===== config.mk =====
export PLATFORM = sky130hd
export DESIGN_NAME = bias_act
export DESIGN_NICKNAME = d
export VERILOG_FILES = /design/src/rtl/bias_act_pkg.sv /design/src/rtl/bias_act_act.sv /design/src/rtl/bias_act.sv
export SDC_FILE = /design/constraint.sdc
export NUM_CORES = 2
export LEC_CHECK = 0
export CAP_MARGIN = 15
export CORE_ASPECT_RATIO = 0.9
export CORE_MARGIN = 2
export CORE_UTILIZATION = 40
export CTS_CLUSTER_DIAMETER = 80
export DETAILED_ROUTE_END_ITERATION = 7
export SETUP_SLACK_MARGIN = 0.3
export SYNTH_ARGS = -nofsm -noshare
export SYNTH_HDL_FRONTEND = slang
export SYNTH_SLANG_ARGS = --single-unit
export TNS_END_PERCENT = 1

===== constraint.sdc =====
create_clock -name clk -period 8.35 [get_ports clk]
set_input_delay 0.835 -clock clk [delete_from_list [all_inputs] [get_ports clk]]
set_output_delay 0.835 -clock clk [all_outputs]
set_load 0.01 [all_outputs]

===== src/rtl/bias_act_pkg.sv =====
// Shared types and default constants for the bias_act layer engine.
// Imported by the top level and by act_unit.
package bias_act_pkg;

  typedef enum logic [4:0] {
    S_IDLE     = 5'b00001,
    S_LD_PARAM = 5'b00010,
    S_LD_BIAS  = 5'b00100,
    S_EVAL     = 5'b01000,
    S_DONE     = 5'b10000
  } state_t;

  typedef enum logic [1:0] {
    MODE_BYPASS  = 2'd0,
    MODE_RELU    = 2'd1,
    MODE_LEAKY   = 2'd2,
    MODE_RELU_HI = 2'd3
  } mode_t;

  localparam int DEF_DATA_WIDTH = 32;
  localparam int DEF_ADDR_WIDTH = 18;
  localparam int DEF_KNL_MAXNUM = 64;
  localparam int DEF_DIM_WIDTH  = 6;
  localparam int DEF_LEAK_SHIFT = 3;
  localparam int DEF_PARAM_BASE = 0;
  localparam int DEF_BIAS_BASE  = 61504;
  localparam int DEF_FIN_BASE   = 131072;
  localparam int DEF_FOUT_BASE  = 131072;

endpackage


===== src/rtl/bias_act_act.sv =====
// act_unit: combinational saturating bias add followed by the selected activation.
// The add is one bit wider than the data so overflow shows up as a sign mismatch.
module act_unit
  import bias_act_pkg::*;
#(
  parameter int DATA_WIDTH = DEF_DATA_WIDTH,
  parameter int LEAK_SHIFT = DEF_LEAK_SHIFT
) (
  input  logic signed [DATA_WIDTH-1:0] pixel,
  input  logic signed [DATA_WIDTH-1:0] bias,
  input  mode_t                        mode,
  output logic signed [DATA_WIDTH-1:0] result
);

  localparam logic signed [DATA_WIDTH-1:0] SAT_MAX = {1'b0, {(DATA_WIDTH-1){1'b1}}};
  localparam logic signed [DATA_WIDTH-1:0] SAT_MIN = {1'b1, {(DATA_WIDTH-1){1'b0}}};

  logic signed [DATA_WIDTH:0]   sum;
  logic signed [DATA_WIDTH-1:0] sat;

  always_comb begin
    sum = {pixel[DATA_WIDTH-1], pixel} + {bias[DATA_WIDTH-1], bias};
    if (sum[DATA_WIDTH] != sum[DATA_WIDTH-1]) begin
      sat = sum[DATA_WIDTH] ? SAT_MIN : SAT_MAX;
    end else begin
      sat = sum[DATA_WIDTH-1:0];
    end
    result = sat;
    case (mode)
      MODE_BYPASS: result = sat;
      MODE_LEAKY:  if (sat[DATA_WIDTH-1]) result = sat >>> LEAK_SHIFT;
      default:     if (sat[DATA_WIDTH-1]) result = '0;
    endcase
  end

endmodule


===== src/rtl/bias_act.sv =====
// bias_act: loads layer parameters and per-channel biases from DRAM, then streams
// the feature map through act_unit and writes each result back one cycle later.
module bias_act
  import bias_act_pkg::*;
#(
  parameter int DATA_WIDTH = DEF_DATA_WIDTH,
  parameter int ADDR_WIDTH = DEF_ADDR_WIDTH,
  parameter int KNL_MAXNUM = DEF_KNL_MAXNUM,
  parameter int DIM_WIDTH  = DEF_DIM_WIDTH,
  parameter int LEAK_SHIFT = DEF_LEAK_SHIFT,
  parameter int PARAM_BASE = DEF_PARAM_BASE,
  parameter int BIAS_BASE  = DEF_BIAS_BASE,
  parameter int FIN_BASE   = DEF_FIN_BASE,
  parameter int FOUT_BASE  = DEF_FOUT_BASE
) (
  input  logic                  clk,
  input  logic                  srstn,
  input  logic                  enable,
  input  logic                  dram_valid,
  input  logic [DATA_WIDTH-1:0] data_in,
  output logic [DATA_WIDTH-1:0] data_out,
  output logic [ADDR_WIDTH-1:0] addr_in,
  output logic [ADDR_WIDTH-1:0] addr_out,
  output logic                  dram_en_rd,
  output logic                  dram_en_wr,
  output logic                  done,
  output logic                  err
);

  localparam int BIAS_IDX_W = (KNL_MAXNUM > 1) ? $clog2(KNL_MAXNUM) : 1;
  localparam logic [ADDR_WIDTH-1:0] PARAM_ADDR = ADDR_WIDTH'(PARAM_BASE);
  localparam logic [ADDR_WIDTH-1:0] BIAS_ADDR  = ADDR_WIDTH'(BIAS_BASE);
  localparam logic [ADDR_WIDTH-1:0] FIN_ADDR   = ADDR_WIDTH'(FIN_BASE);
  localparam logic [ADDR_WIDTH-1:0] FOUT_ADDR  = ADDR_WIDTH'(FOUT_BASE);
  localparam logic [DIM_WIDTH-1:0]  DIM_ONE    = DIM_WIDTH'(1);

  state_t                  state, state_nxt;
  logic [2:0]              param_cnt;
  logic                    param_pend;
  logic [1:0]              param_idx;
  logic [DIM_WIDTH-1:0]    w_dim, h_dim, d_dim;
  logic                    d_over;
  mode_t                   mode_q;
  logic [DIM_WIDTH-1:0]    bias_cnt, w_cnt, h_cnt, d_cnt;
  logic                    bias_pend;
  logic [BIAS_IDX_W-1:0]   bias_idx;
  logic [ADDR_WIDTH-1:0]   pix_cnt;
  logic                    wr_pend;
  logic [ADDR_WIDTH-1:0]   wr_addr;
  logic [BIAS_IDX_W-1:0]   wr_d;
  logic [DATA_WIDTH-1:0]   bias_mem [KNL_MAXNUM];
  logic [DATA_WIDTH-1:0]   act_result;
  logic accept, capture, param_err, last_bias, w_last, h_last, d_last;

  assign accept    = dram_en_rd & dram_valid;
  assign capture   = param_cnt[2];
  assign param_err = (w_dim == '0) | (h_dim == '0) | (d_dim == '0) | d_over;
  assign last_bias = (bias_cnt == d_dim - DIM_ONE);
  assign w_last    = (w_cnt == w_dim - DIM_ONE);
  assign h_last    = (h_cnt == h_dim - DIM_ONE);
  assign d_last    = (d_cnt == d_dim - DIM_ONE);

  always_ff @(posedge clk or negedge srstn) begin
    if (!srstn) state <= S_IDLE;
    else        state <= state_nxt;
  end

  always_comb begin
    state_nxt = state;
    case (state)
      S_IDLE:     if (enable) state_nxt = S_LD_PARAM;
      S_LD_PARAM: if (capture) state_nxt = param_err ? S_DONE : S_LD_BIAS;
      S_LD_BIAS:  if (accept && last_bias) state_nxt = S_EVAL;
      S_EVAL:     if (accept && w_last && h_last && d_last) state_nxt = S_DONE;
      S_DONE:     state_nxt = S_IDLE;
      default:    state_nxt = S_IDLE;
    endcase
  end

  always_comb begin
    dram_en_rd = 1'b0;
    addr_in    = '0;
    done       = 1'b0;
    case (state)
      S_LD_PARAM: if (!capture) begin
        dram_en_rd = 1'b1;
        addr_in    = PARAM_ADDR + ADDR_WIDTH'(param_cnt);
      end
      S_LD_BIAS: begin
        dram_en_rd = 1'b1;
        addr_in    = BIAS_ADDR + ADDR_WIDTH'(bias_cnt);
      end
      S_EVAL: begin
        dram_en_rd = 1'b1;
        addr_in    = FIN_ADDR + pix_cnt;
      end
      S_DONE:  done = 1'b1;
      default: ;
    endcase
  end

  // Counters only move on an accepted read; read data is consumed the cycle after.
  always_ff @(posedge clk or negedge srstn) begin
    if (!srstn) begin
      param_cnt <= '0;  param_pend <= 1'b0; param_idx <= '0;
      w_dim     <= '0;  h_dim      <= '0;   d_dim     <= '0;
      d_over    <= 1'b0; mode_q    <= MODE_BYPASS;
      bias_cnt  <= '0;  bias_pend  <= 1'b0; bias_idx  <= '0;
      w_cnt     <= '0;  h_cnt      <= '0;   d_cnt     <= '0;
      pix_cnt   <= '0;  wr_pend    <= 1'b0; wr_addr   <= '0; wr_d <= '0;
    end else begin
      param_pend <= 1'b0;
      bias_pend  <= 1'b0;
      wr_pend    <= 1'b0;
      if (state == S_IDLE && enable) begin
        param_cnt <= '0; bias_cnt <= '0;
        w_cnt     <= '0; h_cnt    <= '0; d_cnt <= '0; pix_cnt <= '0;
      end
      if (accept && state == S_LD_PARAM) begin
        param_pend <= 1'b1;
        param_idx  <= param_cnt[1:0];
        param_cnt  <= param_cnt + 3'd1;
      end
      if (accept && state == S_LD_BIAS) begin
        bias_pend <= 1'b1;
        bias_idx  <= BIAS_IDX_W'(bias_cnt);
        bias_cnt  <= bias_cnt + DIM_ONE;
      end
      if (accept && state == S_EVAL) begin
        wr_pend <= 1'b1;
        wr_addr <= FOUT_ADDR + pix_cnt;
        wr_d    <= BIAS_IDX_W'(d_cnt);
        pix_cnt <= pix_cnt + ADDR_WIDTH'(1);
        if (w_last) begin
          w_cnt <= '0;
          if (h_last) begin
            h_cnt <= '0;
            d_cnt <= d_cnt + DIM_ONE;
          end else begin
            h_cnt <= h_cnt + DIM_ONE;
          end
        end else begin
          w_cnt <= w_cnt + DIM_ONE;
        end
      end
      // The depth range check uses the whole word so that e.g. 65 cannot alias to 1.
      if (param_pend) begin
        case (param_idx)
          2'd0: w_dim <= data_in[DIM_WIDTH-1:0];
          2'd1: h_dim <= data_in[DIM_WIDTH-1:0];
          2'd2: begin
            d_dim  <= data_in[DIM_WIDTH-1:0];
            d_over <= (data_in > DATA_WIDTH'(KNL_MAXNUM));
          end
          default: mode_q <= mode_t'(data_in[1:0]);
        endcase
      end
    end
  end

  always_ff @(posedge clk or negedge srstn) begin
    if (!srstn)                               err <= 1'b0;
    else if (state == S_IDLE && enable)       err <= 1'b0;
    else if (state == S_LD_PARAM && capture && param_err) err <= 1'b1;
  end

  always_ff @(posedge clk) begin
    if (bias_pend) bias_mem[bias_idx] <= data_in;
  end

  act_unit #(
    .DATA_WIDTH (DATA_WIDTH),
    .LEAK_SHIFT (LEAK_SHIFT)
  ) u_act (
    .pixel  (data_in),
    .bias   (bias_mem[wr_d]),
    .mode   (mode_q),
    .result (act_result)
  );

  assign dram_en_wr = wr_pend;
  assign data_out   = wr_pend ? act_result : '0;
  assign addr_out   = wr_pend ? wr_addr : '0;

endmodule


[Word-level counts from Yosys, hierarchy flattened]
Memory sizes are Yosys's and may differ from the RTL's.
Cells that the tools add are included.
Operators by class
  mux-type cells: 41
  bitwise gates (word level): 5
  reductions and logical operators: 26
  equality and inequality tests: 17
  add/sub/neg operators: 12
  magnitude comparators: 1
Operators by type and width (count)
  32-bit two-way mux: 4
  6-bit two-way mux: 12
  32-bit one-hot mux with 2 select lines: 1
  18-bit two-way mux: 3
  18-bit one-hot mux with 3 select lines: 1
  32-bit by 32-bit adder with 33-bit output: 1
  32-bit by 7-bit > comparator with 1-bit output, second input constant: 1
  31-bit two-way mux: 1
  5-bit two-way mux: 5
  6-bit by 1-bit adder with 6-bit output, second input constant: 4
  6-bit == test: 4
  5-bit one-hot mux with 4 select lines: 1
  18-bit by 1-bit adder with 18-bit output, second input constant: 1
  18-bit adder, first input constant: 1
  6-bit logical NOT: 3
  6-bit by 1-bit subtractor with 6-bit output, second input constant: 3
  16-bit by 6-bit adder with 17-bit output, first input constant: 1
  1-bit logical AND: 10
  1-bit two-way mux: 9
  2-bit inequality test, second input constant: 4
  2-bit AND reduction: 4
  2-bit nonzero test: 4
  3-bit two-way mux: 2
  5-bit by 1-bit == test with 1-bit output, second input constant: 1
  17 further kinds: 21
Word-level totals
  bits in writable memories: 2048
  memories: 1
  logic and storage cells: 123
  bits in registers: 107
Memories
  bias_mem: depth 64, width 32, rd ports 1, clocked after memory_dff 0, wr ports 1, RTL line bias_act.sv:51  | logic [DATA_WIDTH-1:0] bias_mem [KNL_MAXNUM];

[Depth between registers and ports, before layout]
  word-level depth: 9
  mapped depth: 19

[Cells and area by module]
From an unflattened synthesis, not the netlist that was laid out.
Unflattened totals
  cell total of the unflattened synthesis: 4088
  area total of the unflattened synthesis: 86117.6 µm²
By module, submodules not included
  bias_act: area each 83700.3 µm², instances 1, seq. area each 64177.8 µm², cells each 3739
  act_unit: area each 2417.3 µm², instances 1, seq. area each 0.0 µm², cells each 349

[Least setup slack after synthesis]
No wires, ideal clock.
  path kind: register -> output
  start point: reg wr_d[0]
  end point: out data_out[15]
  cell stages (with the launch flop): 19
  path slack: 2.147 ns
  arrival time: 5.368 ns
  required time: 7.515 ns
  buffers on the path: 3
  path through: dfrtp_1 -> buf_2 -> buf_2 -> buf_1 -> mux4_2 -> mux4_2 -> mux2_2 -> nand2_1 -> o21ai_0 -> ha_1 -> fa_1 -> a211oi_1 -> o211ai_1 -> and3_1 -> o2111a_1 -> nor3_4 -> mux2i_1 -> o32ai_1 -> o21a_1
On the way
  word-level cells in the longest chain between the ends: 7
  elaborated cells on any way between the ends: 9
  those cells by class: add/sub: 1; eq/ne: 1; mux: 6; memory: 1
Ends and longest elaborated chain
  start, declared: RTL line bias_act.sv:50  | logic [BIAS_IDX_W-1:0] wr_d;
  start signal, assigned: RTL line bias_act.sv:132  | wr_d <= BIAS_IDX_W'(d_cnt);
  memory read 64 x 32 bit *
  32-bit by 32-bit adder with 33-bit output *: RTL line bias_act_act.sv:22  | sum = {pixel[DATA_WIDTH-1], pixel} + {bias[DATA_WIDTH-1], bias};
  32-bit two-way mux or 1-bit inequality test (tied branches): RTL line bias_act_act.sv:24, bias_act_act.sv:23
  32-bit two-way mux *: RTL line bias_act_act.sv:23  | if (sum[DATA_WIDTH] != sum[DATA_WIDTH-1]) begin
  31-bit two-way mux or 32-bit two-way mux (tied branches): RTL line bias_act_act.sv:32, bias_act_act.sv:31
  32-bit one-hot mux with 2 select lines *: RTL line bias_act_act.sv:29  | case (mode)
  32-bit two-way mux *: RTL line bias_act.sv:182  | assign data_out = wr_pend ? act_result : '0;
  end, declared: RTL line bias_act.sv:21  | output logic [DATA_WIDTH-1:0] data_out,
Every way passes the cells marked *; elsewhere a longest branch is shown, timed or not.

[Worst setup path after layout]
  start point: reg wr_d[0]
  end point: out data_out[25]
The elaborated chain is that of the path after synthesis.

==> impl_metrics.env <==
export IMPL_crit_top_cell="mux4_2"
export IMPL_whs_ns=0.398
export IMPL_rsz0062_at_grt="yes"
export IMPL_syn_avg_cell_area_um2=21.3
export IMPL_grt_pass1_wl_um=335000
export IMPL_finalHoldViolCount=0
export IMPL_gp_congestion=0.926
export IMPL_hold_path_class="in -> reg"
export IMPL_finalSetupViolCount=0
export IMPL_slew_headroom_pct=19.5
export IMPL_worstSetupPathType="reg -> out"
export IMPL_skew_ns=0.0335
export IMPL_start_util_pct=40.2
export IMPL_required_ns=7.52
export IMPL_drc=18
export IMPL_die_h_um=444
export IMPL_numCtsBuffers=214
export IMPL_maxCapViolCount=0
export IMPL_critPathMaxFanout=26
export IMPL_track_usage_pct=21.7
export IMPL_comb_power_share_pct=2.7
export IMPL_yosys_warnings=0
export IMPL_reg2reg_depth=10
export IMPL_fillers=17800
export IMPL_grt_overflow_total=0
export IMPL_clockPowerShare_pct=43.2
export IMPL_cts_tree="built"
export IMPL_via_per_inst=5.95
export IMPL_synth_area_leaders="edfxtp_1 71%, mux4_2 17%, dfrtp_1 3.1%"
export IMPL_critPathTopFamily="compound AO/OA/AOI/OAI gates"
export IMPL_p_switching_mw=4.58
export IMPL_htreeDepth=4
export IMPL_ys_ff_latch=2155
export IMPL_port_buffers=107
export IMPL_hold_start="data_in[5]"
export IMPL_core_area_um2=214000
export IMPL_end_kind="primary output"
export IMPL_synthMostInstantiatedCell="edfxtp_1"
export IMPL_fin_area_um2=99200
export IMPL_synth_top_area_share_pct=71.4
export IMPL_min_to="bias_mem[0][5]"
export IMPL_placedCellCount=6975
export IMPL_ir_drop_v=0.000234
export IMPL_drt_first_pass_iters=8
export IMPL_vias=44000
export IMPL_power_density_nw_per_um2=222
export IMPL_grt_max_degree=71
export IMPL_syn_to_final_growth_pct=15.2
export IMPL_crit_cells=17
export IMPL_fp_dieW_um=493
export IMPL_reg2reg_to="d_cnt[5]"
export IMPL_clkTransAtPathRegs_ns=0.06
export IMPL_insertion_delay_ns=0.86
export IMPL_r2r_slack_ns=5.15
export IMPL_cts_root_buf="clkbuf_16"
export IMPL_setup_tns_final_ns=0
export IMPL_tightestPinTransition_ns=1.21
export IMPL_syn_inst=4036
export IMPL_swShare_pct=20.8
export IMPL_start_kind="flip-flop"
export IMPL_yosysTopAreaCell="edfxtp_1"
export IMPL_crit_arrival_ns=7.25
export IMPL_drive_above_1_share_pct=29.4
export IMPL_ys_seq_area_share_pct=74.6
export IMPL_cts_sinks=2155
export IMPL_status="finished with violations"
export IMPL_postSynth_asyncResetShare_pct=4.97
export IMPL_p_leak_nw=30.4
export IMPL_synth_ff_type="edfxtp_1"
export IMPL_fmaxAchievable_mhz=124
export IMPL_final_cells=7382
export IMPL_drt_antenna_violating_nets=0
export IMPL_power_frac_seq_pct=54.1
export IMPL_min_period_ns=8.09
export IMPL_synth_nets=4117
export IMPL_finalCritPeriodShare_pct=96.9
export IMPL_critPathBufInv=5
export IMPL_antenna_found_initial=22
export IMPL_pin_count=108
export IMPL_synth_edf_count=2048
export IMPL_rr_startpoint="state[1]"
export IMPL_dieArea_um2=219000
export IMPL_syn_area_um2=86100
export IMPL_place_area_um2=92000
export IMPL_worst_path_largest_cell_delay_ns=0.62
export IMPL_row_count=161
export IMPL_grt_pass1_vias=43400
export IMPL_path_cells="buf_12 > buf_4 > buf_12 > buf_4 > mux4_2 > mux4_2 > mux4_2 > ha_1 > a21o_1 > a211oi_2 > o211a_1 > a221o_1 > a21oi_4 > nor2_2 > a21oi_1 > a211oi_2 > clkdlybuf4s50_1"
export IMPL_violations="DRC"
export IMPL_finish_net_count=4429
export IMPL_drt_wirelength_per_cell_um=32.3
export IMPL_slew_violations=0
export IMPL_drt_wl_total_um=239000
export IMPL_p_int_mw=17.4
export IMPL_slowest_stage="clkdlybuf4s50_1"
export IMPL_synth_distinct_cells=84
export IMPL_drtIter0Drc=6143
export IMPL_min_delay_path_depth=1
export IMPL_dpl_hpwl_um=130000
export IMPL_cts_path_max_buffers=3
export IMPL_synthTopCellsByCount="2048 x edfxtp_1, 666 x mux4_2, 192 x nand2_1"
logic make-up after synthesis:
logic type | count (synthesis) | synth area share [%]
XOR/XNOR | 56 | 0.570
AND/OR/NAND/NOR | 542 | 2.99
AO/OA/AOI/OAI | 306 | 2.31
buffers and inverters | 229 | 1.02
adder cells (fa/ha/maj) | 45 | 0.663
multiplexers | 703 | 17.9
flip-flops | 2155 | 74.6
worst reg2reg max path, delay by kind of cell (launching register included):
kind                   cells  cell delay [ns]
AOI/OAI and AO/OA          2             0.31
buffers and inverters      3             0.80
DFF                        1             0.39
and+or+nand+nor            5             1.57
power groups by stage:
stage	combinational [mW]	sequential (mW)	clock, mW
2_1_floorplan	0.272	12.1	0
3_3_place_gp	0.566	12.1	0
3_5_place_dp	0.579	12.1	0
4_1_cts	0.582	11.9	9.64
5_1_grt	0.648	11.9	10.1
6_report	0.602	11.9	9.50
repair_timing:
| item | in CTS | in global routing |
|---|---|---|
| setup endpoints to repair | 31 | 31 |
| setup buffers | 6 | 1 |
| hold buffers | 1 | 0 |
| resized for setup | 5 | 17 |
| hold endpoints to repair | 10 | 0 |
| pin swaps | 0 | 1 |
layer usage:
layer / share of wire (%) / global-route usage, % / routed length [µm]
met5: 0 / 0 / 0
met4: 2.6 / 5.74 / 6100
met3: 9.0 / 4.12 / 21400
met2: 47 / 34.1 / 113000
met1: 41 / 31.3 / 98100
how the worst max path moves through the flow:
stage | slack, ns | startpoint | endpoint
after global placement | 0.52 | wr_d[0] | data_out[25]
after floorplan | 2.15 | wr_d[0] | data_out[15]
final | 0.26 | wr_d[0] | data_out[25]
after detailed placement | 0.42 | wr_d[0] | data_out[25]
after CTS | 0.18 | wr_d[1] | data_out[19]
after global routing | 0.08 | wr_d[0] | data_out[19]
state kept, by name (all words and copies together) (netlist names):
name	flops
bias_idx	6
wr_addr	18
param_idx	2
h_cnt	6
param_pend	1
pix_cnt	18
h_dim	6
bias_cnt	6
state	5
param_cnt	3
dram_en_wr	1
wr_d	6
err	1
w_cnt	6
w_dim	6
d_over	1
d_cnt	6
bias_mem	2048
d_dim	6
mode_q	2
bias_pend	1
through the flow:
step / power [mW] / setup WS [ns] / utilization, %
after floorplan: 12.4 / 2.15 / -
after global placement: 12.7 / 0.521 / 43.0
after detailed placement: 12.7 / 0.419 / 43.0
after CTS: 22.1 / 0.181 / 46.3
after global routing: 22.6 / 0.0831 / 46.4
final: 22.0 / 0.262 / 46.4
placed cells by master, fill, tap and decap left out, types with 35 or more instances in the layout:
cell	synthesis	final
nor2_4	0	62
nor2_1	137	74
clkdlybuf4s50_1	0	73
mux4_2	666	666
o21ai_0	93	92
buf_4	0	153
edfxtp_1	2048	2048
nand2_1	192	192
buf_12	0	35
xnor2_1	43	43
ha_1	44	44
nand3_1	36	35
dfrtp_1	106	100
clkbuf_1	129	42
a21oi_1	68	64
clkinv_1	0	42
clkinv_2	0	45
clkbuf_16	0	217
cell type report:
| type | instances | area [µm²] | share of cell area, % |
|---|---|---|---|
| Clock inverter | 135 | 1320 | 1.33 |
| Antenna cell | 3 | 7.51 | 0.00757 |
| Tap cell | 2852 | 3570 | 3.60 |
| Inverter | 28 | 105 | 0.106 |
| Timing Repair Buffer | 297 | 2790 | 2.81 |
| Clock buffer | 260 | 5600 | 5.65 |
| Multi-Input combinational cell | 1652 | 21600 | 21.8 |
| Sequential cell | 2155 | 64200 | 64.7 |
No activity file was read; power rests on OpenSTA's default activity.
